<file path="src/rtl/hazard_ctrl.sv">
// Hazard controller for the five-stage RV32 pipeline: operand forwarding, load-use
// stalls, branch flushes and the data-memory wait sequencer with debug counters.
module hazard_ctrl #(
    parameter int MEM_TIMEOUT = 255,
    parameter int CNT_WIDTH   = 32
) (
    input  logic                 clk,
    input  logic                 rst,
    input  logic [4:0]           rs1_d,
    input  logic [4:0]           rs2_d,
    input  logic [4:0]           rs1_e,
    input  logic [4:0]           rs2_e,
    input  logic [4:0]           rd_e,
    input  logic                 res_src_e0,
    input  logic                 pc_src_e,
    input  logic [4:0]           rd_m,
    input  logic                 reg_write_m,
    input  logic                 mem_access_m,
    input  logic                 mem_ready,
    input  logic [4:0]           rd_w,
    input  logic                 reg_write_w,
    output logic [1:0]           forward_a_e,
    output logic [1:0]           forward_b_e,
    output logic                 stall_f,
    output logic                 stall_d,
    output logic                 stall_e,
    output logic                 stall_m,
    output logic                 stall_w,
    output logic                 flush_d,
    output logic                 flush_e,
    output logic                 mem_err,
    output logic [CNT_WIDTH-1:0] stall_cycles,
    output logic [CNT_WIDTH-1:0] flush_events
);

    localparam int WCNT_W = (MEM_TIMEOUT < 1) ? 1 : $clog2(MEM_TIMEOUT + 1);
    localparam logic [WCNT_W-1:0] TIMEOUT_VAL = WCNT_W'(MEM_TIMEOUT);

    typedef enum logic {
        S_IDLE,
        S_WAIT
    } mem_state_t;

    mem_state_t           state_reg;
    logic [WCNT_W-1:0]    wait_cnt_reg;
    logic                 mem_err_reg;
    logic [CNT_WIDTH-1:0] stall_cnt_reg;
    logic [CNT_WIDTH-1:0] flush_cnt_reg;

    logic                 mem_stall;
    logic                 lw_raw;
    logic                 lw_stall;
    logic [1:0][4:0]      rs_e;
    logic [1:0][1:0]      fwd_sel;

    // The stall drops in the cycle the access completes or times out, so the
    // M-stage instruction leaves and cannot retrigger a new wait.
    always_comb begin
        mem_stall = 1'b0;
        if (state_reg == S_IDLE) begin
            mem_stall = mem_access_m & ~mem_ready;
        end else begin
            mem_stall = ~mem_ready & (wait_cnt_reg != TIMEOUT_VAL);
        end
    end

    assign rs_e = {rs2_e, rs1_e};

    generate
        for (genvar gi = 0; gi < 2; gi++) begin : g_fwd
            always_comb begin
                fwd_sel[gi] = 2'b00;
                if (reg_write_m && (rd_m != 5'd0) && (rd_m == rs_e[gi])) begin
                    fwd_sel[gi] = 2'b10;
                end else if (reg_write_w && (rd_w != 5'd0) && (rd_w == rs_e[gi])) begin
                    fwd_sel[gi] = 2'b01;
                end
            end
        end
    endgenerate

    assign lw_raw   = res_src_e0 & (rd_e != 5'd0) & ((rd_e == rs1_d) | (rd_e == rs2_d));
    // A taken branch squashes the dependent decode instruction, so no stall is needed.
    assign lw_stall = lw_raw & ~pc_src_e & ~mem_stall & ~rst;

    assign forward_a_e  = rst ? 2'b00 : fwd_sel[0];
    assign forward_b_e  = rst ? 2'b00 : fwd_sel[1];
    assign stall_f      = ~rst & (mem_stall | lw_stall);
    assign stall_d      = ~rst & (mem_stall | lw_stall);
    assign stall_e      = ~rst & mem_stall;
    assign stall_m      = ~rst & mem_stall;
    assign stall_w      = ~rst & mem_stall;
    assign flush_d      = ~rst & ~mem_stall & pc_src_e;
    assign flush_e      = ~rst & ~mem_stall & (pc_src_e | lw_stall);
    assign mem_err      = mem_err_reg;
    assign stall_cycles = stall_cnt_reg;
    assign flush_events = flush_cnt_reg;

    always_ff @(posedge clk or posedge rst) begin
        if (rst) begin
            state_reg    <= S_IDLE;
            wait_cnt_reg <= '0;
            mem_err_reg  <= 1'b0;
        end else begin
            case (state_reg)
                S_IDLE: begin
                    if (mem_access_m && !mem_ready) begin
                        state_reg    <= S_WAIT;
                        wait_cnt_reg <= WCNT_W'(1);
                    end
                end
                S_WAIT: begin
                    if (mem_ready) begin
                        state_reg    <= S_IDLE;
                        wait_cnt_reg <= '0;
                    end else if (wait_cnt_reg == TIMEOUT_VAL) begin
                        state_reg    <= S_IDLE;
                        wait_cnt_reg <= '0;
                        mem_err_reg  <= 1'b1;
                    end else begin
                        wait_cnt_reg <= wait_cnt_reg + WCNT_W'(1);
                    end
                end
                default: begin
                    state_reg    <= S_IDLE;
                    wait_cnt_reg <= '0;
                end
            endcase
        end
    end

    always_ff @(posedge clk or posedge rst) begin
        if (rst) begin
            stall_cnt_reg <= '0;
            flush_cnt_reg <= '0;
        end else begin
            if (stall_f) begin
                stall_cnt_reg <= stall_cnt_reg + CNT_WIDTH'(1);
            end
            if (flush_d) begin
                flush_cnt_reg <= flush_cnt_reg + CNT_WIDTH'(1);
            end
        end
    end

endmodule
</file>
<file path="config.mk">
export PLATFORM = sky130hd
export DESIGN_NAME = hazard_ctrl
export DESIGN_NICKNAME = d
export VERILOG_FILES = /design/src/rtl/hazard_ctrl.sv
export SDC_FILE = /design/constraint.sdc
export NUM_CORES = 1
export LEC_CHECK = 0
export BUFFER_PORTS_ARGS = -buffer_cell sky130_fd_sc_hd__buf_2
export CORE_MARGIN = 4
export CORE_UTILIZATION = 30
export DETAILED_ROUTE_END_ITERATION = 6
export PLACE_DENSITY_LB_ADDON = 0.1
export SETUP_SLACK_MARGIN = 0.1
export SLEW_MARGIN = 40
export SYNTH_ARGS = -nofsm -noshare
export SYNTH_HDL_FRONTEND = slang
export SYNTH_SLANG_ARGS = --single-unit
</file>
<file path="constraint.sdc">
create_clock -name clk -period 7.95 [get_ports clk]
set_input_delay 1.59 -clock clk [delete_from_list [all_inputs] [get_ports clk]]
set_output_delay 1.59 -clock clk [all_outputs]
set_load 0.1 [all_outputs]
</file>
==> impl_metrics.csv, run 1 <==
group,metric,value,unit
logic_synthesis,ys_ff_latch,74,
logic_synthesis,syn_avg_cell_area,10.7,sq um
cts,cts_resized,0,
critical_path,worst_ep_arrival_time,3480,ps
routing,ant_nets,0,
logic_synthesis,ys_seq_area_frac,0.476,
routing,initialDrtViolationCount,181,
routing,viasPerCell,4.65,
flow_run,maxCapViolCount,0,
routing,wl_met1,4.25,mm
die,fp.dieH,122,microns
final_layout,nets,530,
final_layout,synthToLayoutAreaGrowth,26.5,%
global_routing,grt_pass1_wl,15.3,mm
global_routing,antenna_found_initial,0,
cts,clock_latency,330,ps
logic_synthesis,post-synth-top-area-cell,"dfrtp_1",
cts,post_cts_buffers,0,
final_layout,drive_above_1_share,0.293,
die,fp-row-count,41,
sta,fin_crit_sh,0.638,
routing,drtPass1Iterations,4,
final_layout,fin_area,4920,sq um
die,io_pins,119,
cts,cts_max_level,3,
sta,setup_viol,0,
cts,cts_buffers,9,
routing,route.detailed.drc,0,
die,initial_core_util,0.307,
final_layout,diodes,0,
routing,wl_met2,4.45,mm
logic_synthesis,yosysWarnings,0,
logic_synthesis,synth_nets,411,
power,power_leakage,2.38,nW
critical_path,critical_path_peak_fanout,4,
cts,hold_buffers,0,
routing,top_layer,"met4",
logic_synthesis,synth_area,3890,sq um
routing,routed_wirelength,9.41,mm
sta,rsz0062_at_grt,"false",
global_routing,grt_pass1_vias,3069,
cts,cts_tree,"done",
die,dieArea,14900,sq um
global_routing,overflow,0,
sta,max_freq,197,MHz
logic_synthesis,yosys-top-cells-area,"dfrtp_1, xnor2_1, xor2_1",
critical_path,cp.required,6360,ps
sta,slew_viol_final,0,
global_routing,grt_max_degree,75,
hold_path,hold_class,"reg2reg",
placed_design,dpl_cell_area,4640,sq um
routing,avgRoutedWirePerCell,14.3,microns
critical_path,crit_type,"in2out",
cts,clkSinkCount,74,
die,coreArea,12700,sq um
power,p_per_area,243,nW/um^2
sta,relSlewSlack,0.550,
logic_synthesis,synthArstFlopShare,1.00,
placed_design,gp_congestion,0.760,
sta,setup-tns-final,0,ps
die,die_width,122,microns
logic_synthesis,yosys_most_used_dff,"dfrtp_1",
logic_synthesis,synth_top_area_share,0.476,
cts,cts_root_buffer,"clkbuf_16",
sta,holdWs,460,ps
critical_path,cp-start-kind,"input port",
sta,hold_violations,0,
sta,worst_pin_slew,675,ps
logic_synthesis,synth_enable_flop_cells,0,
logic_synthesis,netlist_instances,365,
critical_path,rrSetupSlack,5710,ps
global_routing,grtUsageTotal,0.132,
cts,cts.clk_slew.worst_paths,60,ps
routing,num_vias,3068,
placed_design,io_buffer_count,118,
routing,met3_length,559,microns
cts,clockBufferDepth,2,
sta,min_period,5070,ps
power,totalPowerFinal,1.20,mW
power,ir_drop,226,uV
logic_synthesis,synth.distinct_cells,42,
critical_path,endpoint_kind,"output port",
run_status,status,"complete, no violations",
placed_design,hpwl,6.93,mm
sta,skew,5.61,ps
==> cells by family after synthesis <==
family,after synthesis,share of synthesized area
and+or+nand+nor,155,0.228
adders and majority gates,3,0.00965
muxes,3,0.00836
AOI/OAI and AO/OA,19,0.0367
DFF,74,0.476
xor gates and xnor gates,96,0.216
buffers and inverters,15,0.0254
==> cell type report <==
type	instances	area, sq um
Fill cell	1296	7750
Multi-Input combinational cell	276	1950
Sequential cell	74	1850
Timing Repair Buffer	119	602
Clock buffer	12	246
Tap cell	172	215
Clock inverter	3	40.0
Inverter	4	15.0
==> final timing paths <==
| path | start | to | cells past startpoint |
|---|---|---|---|
| hold / removal | stall_cycles[31] | stall_cycles[31] | 1 |
| max in group asynchronous | rst | stall_cycles[31] | 3 |
| hold reg to reg | stall_cycles[31] | stall_cycles[31] | 1 |
| setup / recovery | rd_m[1] | forward_b_e[0] | 6 |
| min in group asynchronous | rst | flush_events[13] | 3 |
| setup reg to reg | wait_cnt_reg[0] | flush_events[23] | 7 |
==> cells in the final DEF, fill, tap and decap left out, types with 3 or more instances in the layout <==
master,synthesis,layout
and2_1,8,8
and3_1,18,18
and4_1,9,9
buf_2,0,118
clkbuf_16,0,9
dfrtp_1,74,74
ha_1,3,3
inv_1,4,3
nand2_1,24,24
nand3_1,32,32
nand4_1,24,24
nor2_1,15,15
nor2b_1,3,3
nor3_1,5,5
nor4_1,5,3
o21ai_0,5,5
or4_1,5,5
xnor2_1,76,76
xor2_1,20,20
==> synthesized netlist by cell type, types with 8 or more instances <==
library cell   n
nand3_1       32
dfrtp_1       74
and4_1         9
xnor2_1       76
and3_1        18
nor2_1        15
nand4_1       24
xor2_1        20
and2_1         8
nand2_1       24
==> stage by stage <==
stage | utilization | instances | setup slack [ps]
CTS | 0.388 | 660 | 2870
global placement | 0.366 | 645 | 2910
finish | 0.388 | 660 | 2880
global route | 0.388 | 660 | 2700
floorplan | - | 365 | 754
detailed placement | 0.366 | 645 | 2880
==> power by group <==
group          switching, mW  total, mW  internal (mW)  leakage (nW)
clock network          0.149      0.398          0.249         0.142
logic                  0.286      0.356         0.0695          1.23
registers             0.0385      0.444          0.406          1.01
total                  0.474       1.20          0.724          2.38
==> layer usage <==
metal | track usage | vias to the layer above
met1 | 0.166 | 1433
met2 | 0.217 | 91
li1 | - | 1532
met3 | 0.0376 | 12
met4 | 0.0469 | 0
met5 | 0 | -
==> worst max-delay path: stages <==
cell and delay (ps):
buf_2 120, or4_1 510, o21ai_0 370, nor3_1 140, nor4_2 280, buf_2 460
(Power assumes the default switching activity.)
==> inputs of run 2 (changes only) <==
clock period = 5.3 ns   (was 7.95 ns; I/O delays follow)
==> impl_metrics.csv, run 2 (synthesis results as in run 1) <==
group,metric,value,unit
hold_path,whs_path_depth,1,
critical_path,r2r_cells,7,
routing,top_layer,"met4",
die,die_width,122,microns
global_routing,grt_pass1_wl,15.2,mm
critical_path,critical_path_peak_fanout,4,
placed_design,hpwl,6.74,mm
cts,cts_tree,"done",
sta,min_period,4040,ps
sta,relSlewSlack,0.537,
die,initial_core_util,0.307,
critical_path,path_delay_family,"simple AND/OR/NAND/NOR gates",
critical_path,worst-path-buf-inv,2,
global_routing,overflow,0,
final_layout,synthToLayoutAreaGrowth,27.8,%
routing,route.detailed.drc,0,
routing,wl_met2,4.38,mm
sta,max_freq,247,MHz
final_layout,final_common_cell,"buf_2",
power,p_per_area,368,nW/um^2
cts,cts_resized,0,
placed_design,gp_congestion,0.764,
critical_path,path_depth,6,
power,power_leakage,2.40,nW
cts,clock_latency,330,ps
routing,drtPass1Iterations,4,
cts,cts_max_level,3,
cts,clkSinkCount,74,
critical_path,cpMaxStageDelayCell,"or4_1",
final_layout,fin_util,0.392,
routing,ant_nets,0,
critical_path,worst_ep_arrival_time,2980,ps
sta,fin_crit_sh,0.763,
cts,hold_buffers,0,
global_routing,grt_pass1_vias,3052,
sta,rsz0062_at_grt,"false",
global_routing,grt_max_degree,75,
routing,avgRoutedWirePerCell,13.9,microns
cts,clockBufferDepth,2,
routing,initialDrtViolationCount,181,
power,ir_drop,389,uV
sta,setup_viol,0,
sta,setup-tns-final,0,ps
final_layout,nets,530,
routing,num_vias,3090,
routing,wl_met1,4.07,mm
placed_design,io_buffer_count,118,
hold_path,hold_class,"reg2reg",
routing,viasPerCell,4.67,
cts,cts_buffers,9,
sta,worst_pin_slew,694,ps
final_layout,fin_cells,661,
cts,post_cts_buffers,0,
sta,hold_violations,0,
cts,cts_root_buffer,"clkbuf_16",
critical_path,crit_type,"in2out",
global_routing,grtUsageTotal,0.129,
final_layout,drive_above_1_share,0.299,
critical_path,rrSetupSlack,3110,ps
critical_path,endpoint_kind,"output port",
critical_path,cpPeakStageDelay,530,ps
run_status,status,"complete, no violations",
sta,skew,6.10,ps
die,io_pins,119,
die,fp.dieH,122,microns
critical_path,crit_chain,"buf_2 -> or4_1 -> o21ai_0 -> nor3_1 -> nor4_4 -> buf_2",
placed_design,dp.cells,645,
sta,slew_viol_final,0,
routing,routed_wirelength,9.17,mm
die,coreArea,12700,sq um
final_layout,diodes,0,
flow_run,maxCapViolCount,0,
sta,setup_ws,1260,ps
die,dieArea,14900,sq um
critical_path,cp.required,4240,ps
die,fp-row-count,41,
critical_path,cp_common_cell,"buf_2",
critical_path,cp-start-kind,"input port",
cts,cts.clk_slew.worst_paths,60,ps
placed_design,place_ws,1240,ps
routing,met3_length,603,microns
final_layout,final_cell_mix,"buf_2, xnor2_1, dfrtp_1, nand3_1",
global_routing,antenna_found_initial,0,
-- run 2: changes by cell type in the layout (fill, tap and decap cells not counted), sizes merged --
cell / delta
clkinv: +1
inv: -1
clkinvlp: +1
-- run 2: layout make-up --
class / count / area [sq um]
sequential: 74 / 1850
clock inverter: 4 / 48.8
inverter: 4 / 18.8
multi-input combinational: 276 / 1970
clock buffer: 12 / 267
fill: 1289 / 7700
timing repair buffer: 119 / 602
tap: 172 / 215
-- run 2: power breakdown --
group / leakage [nW] / internal (mW) / switching, mW
sequential: 1.01 / 0.609 / 0.0557
clock: 0.159 / 0.402 / 0.230
combinational: 1.22 / 0.105 / 0.429
total: 2.40 / 1.12 / 0.715
-- run 2: path summary, 6_finish.rpt --
| path | start | endpoint |
|---|---|---|
| min in group asynchronous | rst | flush_events[2] |
| max in group asynchronous | rst | flush_events[26] |
| max reg2reg | wait_cnt_reg[0] | flush_events[23] |
| min reg2reg | stall_cycles[31] | stall_cycles[31] |
| max | rd_m[1] | forward_a_e[0] |
| min | stall_cycles[31] | stall_cycles[31] |
-- run 2: worst register-to-register path, cell delays in order (launching register included) --
cell and delay (ps):
dfrtp_1 400, ha_1 230, nand3_1 150, o21ai_2 290, nand3_1 260, nor2_2 430, nand4_1 170, xnor2_1 150
-- run 2: per-layer routing --
layer,track usage,vias up
li1,-,1526
met1,0.164,1471
met2,0.207,84
met3,0.0450,9
met4,0.0399,0
met5,0,-
-- run 2: through the flow --
stage / area (sq um) / power (mW) / hold WS, ps
3_5_place_dp: 4660 / 1.21 / 460
6_report: 4970 / 1.83 / 460
3_3_place_gp: 4650 / 1.21 / 451
4_1_cts: 4970 / 1.86 / 470
2_1_floorplan: 3920 / 1.11 / 492
5_1_grt: 4970 / 1.91 / 480
==> inputs of run 3 (changes only) <==
ABC_AREA = 1   (was unset)
clock period = 3.3 ns   (was 5.3 ns; I/O delays follow)
==> impl_metrics.csv, run 3 <==
group,metric,value,unit
critical_path,endpoint_kind,"output port",
critical_path,worst_ep_arrival_time,2110,ps
routing,avgRoutedWirePerCell,13.2,microns
hold_path,hold_class,"reg2reg",
die,die_width,140,microns
routing,routed_wirelength,15.1,mm
sta,max_freq,361,MHz
logic_synthesis,synthArstFlopShare,1.00,
final_layout,drive_above_1_share,0.173,
routing,initialDrtViolationCount,408,
logic_synthesis,synth_top_area_share,0.353,
logic_synthesis,yosys.cell_count.top_type,"nand2_1",
global_routing,overflow,0,
final_layout,final_common_cell,"nand2_1",
critical_path,critical_path_peak_fanout,4,
logic_synthesis,yosysWarnings,0,
final_layout,fin_cells,1143,
final_layout,diodes,0,
final_layout,nets,960,
cts,cts_tree,"done",
sta,hold_violations,0,
placed_design,gp_congestion,0.818,
placed_design,hpwl,11.5,mm
global_routing,antenna_found_initial,0,
critical_path,cpMaxStageDelayCell,"buf_2",
logic_synthesis,synth.distinct_cells,33,
sta,setup-tns-final,0,ps
power,p_per_area,504,nW/um^2
sta,slew_viol_final,0,
logic_synthesis,ys_ff_latch,74,
critical_path,crit_type,"reg2out",
critical_path,cpPeakStageDelay,440,ps
global_routing,grtUsageTotal,0.157,
die,io_pins,119,
flow_run,maxCapViolCount,0,
global_routing,grt_max_degree,107,
sta,skew,10.7,ps
cts,cts.clk_slew.worst_paths,60,ps
logic_synthesis,syn_avg_cell_area,6.55,sq um
cts,cts_buffers,9,
logic_synthesis,yosys-top-cells-area,"dfrtp_1, nand2_1, nor2_1",
power,ir_drop,534,uV
logic_synthesis,synth_area,5240,sq um
logic_synthesis,yosys_most_used_dff,"dfrtp_1",
final_layout,fin_area,6390,sq um
sta,worst_pin_slew,542,ps
power,power_leakage,3.25,nW
cts,cts_max_level,3,
cts,hold_buffers,0,
critical_path,cp-start-kind,"flip-flop",
global_routing,grt_pass1_vias,4919,
sta,setup_viol,0,
sta,fin_crit_sh,0.838,
sta,min_period,2770,ps
die,coreArea,17200,sq um
routing,num_vias,5220,
cts,cts_root_buffer,"clkbuf_16",
routing,viasPerCell,4.57,
routing,ant_nets,0,
logic_synthesis,synth_enable_flop_cells,0,
global_routing,grt_pass1_wl,25.6,mm
die,fp.dieH,140,microns
cts,cts_resized,0,
logic_synthesis,netlist_instances,800,
logic_synthesis,yosys-top-cells-count,"nand2_1, nor2_1, dfrtp_1",
placed_design,io_buffer_count,118,
die,dieArea,19700,sq um
run_status,status,"complete, no violations",
critical_path,cp.required,2640,ps
routing,route.detailed.drc,0,
cts,clockBufferDepth,2,
logic_synthesis,ys_seq_area_frac,0.353,
cts,clkSinkCount,74,
die,initial_core_util,0.304,
logic_synthesis,synth_nets,846,
final_layout,final_cell_mix,"nand2_1, buf_2, nor2_1, dfrtp_1",
routing,drtPass1Iterations,4,
placed_design,dpl_cell_area,6090,sq um
final_layout,synthToLayoutAreaGrowth,21.8,%
cts,clock_latency,340,ps
logic_synthesis,post-synth-top-area-cell,"dfrtp_1",
cts,post_cts_buffers,0,
placed_design,dp.cells,1128,
die,fp-row-count,48,
critical_path,crit_chain,"ha_1 -> nand2_1 -> nor2_2 -> nand2_1 -> nand2_2 -> o21ai_2 -> inv_4 -> nand2_1 -> a21oi_2 -> buf_2",
sta,relSlewSlack,0.638,
critical_path,cp_common_cell,"nand2_1",
sta,rsz0062_at_grt,"false",
-- run 3: cell types whose count changed after synthesis, moves of 20 or more --
| cell | previous run | this run |
|---|---|---|
| xnor2_1 | 76 | 28 |
| nand2_1 | 24 | 345 |
| nand3_1 | 32 | 54 |
| nand3b_1 | 1 | 21 |
| nor2_1 | 15 | 101 |
| inv_1 | 4 | 54 |
-- run 3: kinds of logic after synthesis --
| kind of cell | share of synthesized area |
|---|---|
| and+or+nand+nor | 0.453 |
| buffers and inverters | 0.0654 |
| DFF | 0.353 |
| xor gates and xnor gates | 0.0885 |
| AOI/OAI and AO/OA | 0.0329 |
| adders and majority gates | 0.00716 |
-- run 3: report_power, final --
group	internal [mW]	switching, mW
Clock	0.600	0.397
Sequential	0.991	0.124
Combinational	0.215	0.891
Total	1.81	1.41
-- run 3: worst paths after layout --
| path | endpoint | depth (start not counted) | slack [ps] | startpoint |
|---|---|---|---|---|
| max in group asynchronous | stall_cycles[23] | 3 | 2320 | rst |
| min in group asynchronous | flush_events[27] | 3 | 540 | rst |
| setup / recovery | flush_e | 10 | 530 | wait_cnt_reg[0] |
| hold reg to reg | mem_err | 1 | 470 | mem_err |
| setup reg to reg | stall_cycles[26] | 12 | 1300 | stall_cycles[0] |
| hold / removal | mem_err | 1 | 470 | mem_err |
-- run 3: worst max-delay path, delay by kind of cell, from the launching register on --
kind                       cells  cell delay, ps
AOI/OAI and AO/OA              2             200
adders and majority gates      1             180
buffers and inverters          2             550
DFF                            1             390
and+or+nand+nor                5             450
-- run 3: per-stage QoR --
stage	worst slack, ps	util	power (mW)	hold WS [ps]
3_3_place_gp	749	0.354	2.24	463
2_1_floorplan	182	-	2.01	433
5_1_grt	356	0.371	3.38	509
4_1_cts	502	0.371	3.26	480
3_5_place_dp	750	0.354	2.24	470
6_report	534	0.371	3.22	474
-- run 3: cell type report --
class                           count  area (sq um)
Multi-Input combinational cell    650          3060
Fill cell                        1898         10800
Tap cell                          225           282
Inverter                           57           221
Clock buffer                       10           239
Clock inverter                      5          55.1
Timing Repair Buffer              122           678
Sequential cell                    74          1850
-- run 3: layer usage --
metal  vias to the layer above  GRT usage  routed length, microns
met5                         -          0                       0
met4                         0     0.0342                     114
met3                         6     0.0318                     672
met2                       103      0.230                    6430
met1                      2372      0.238                    7880
li1                       2739          -                       -
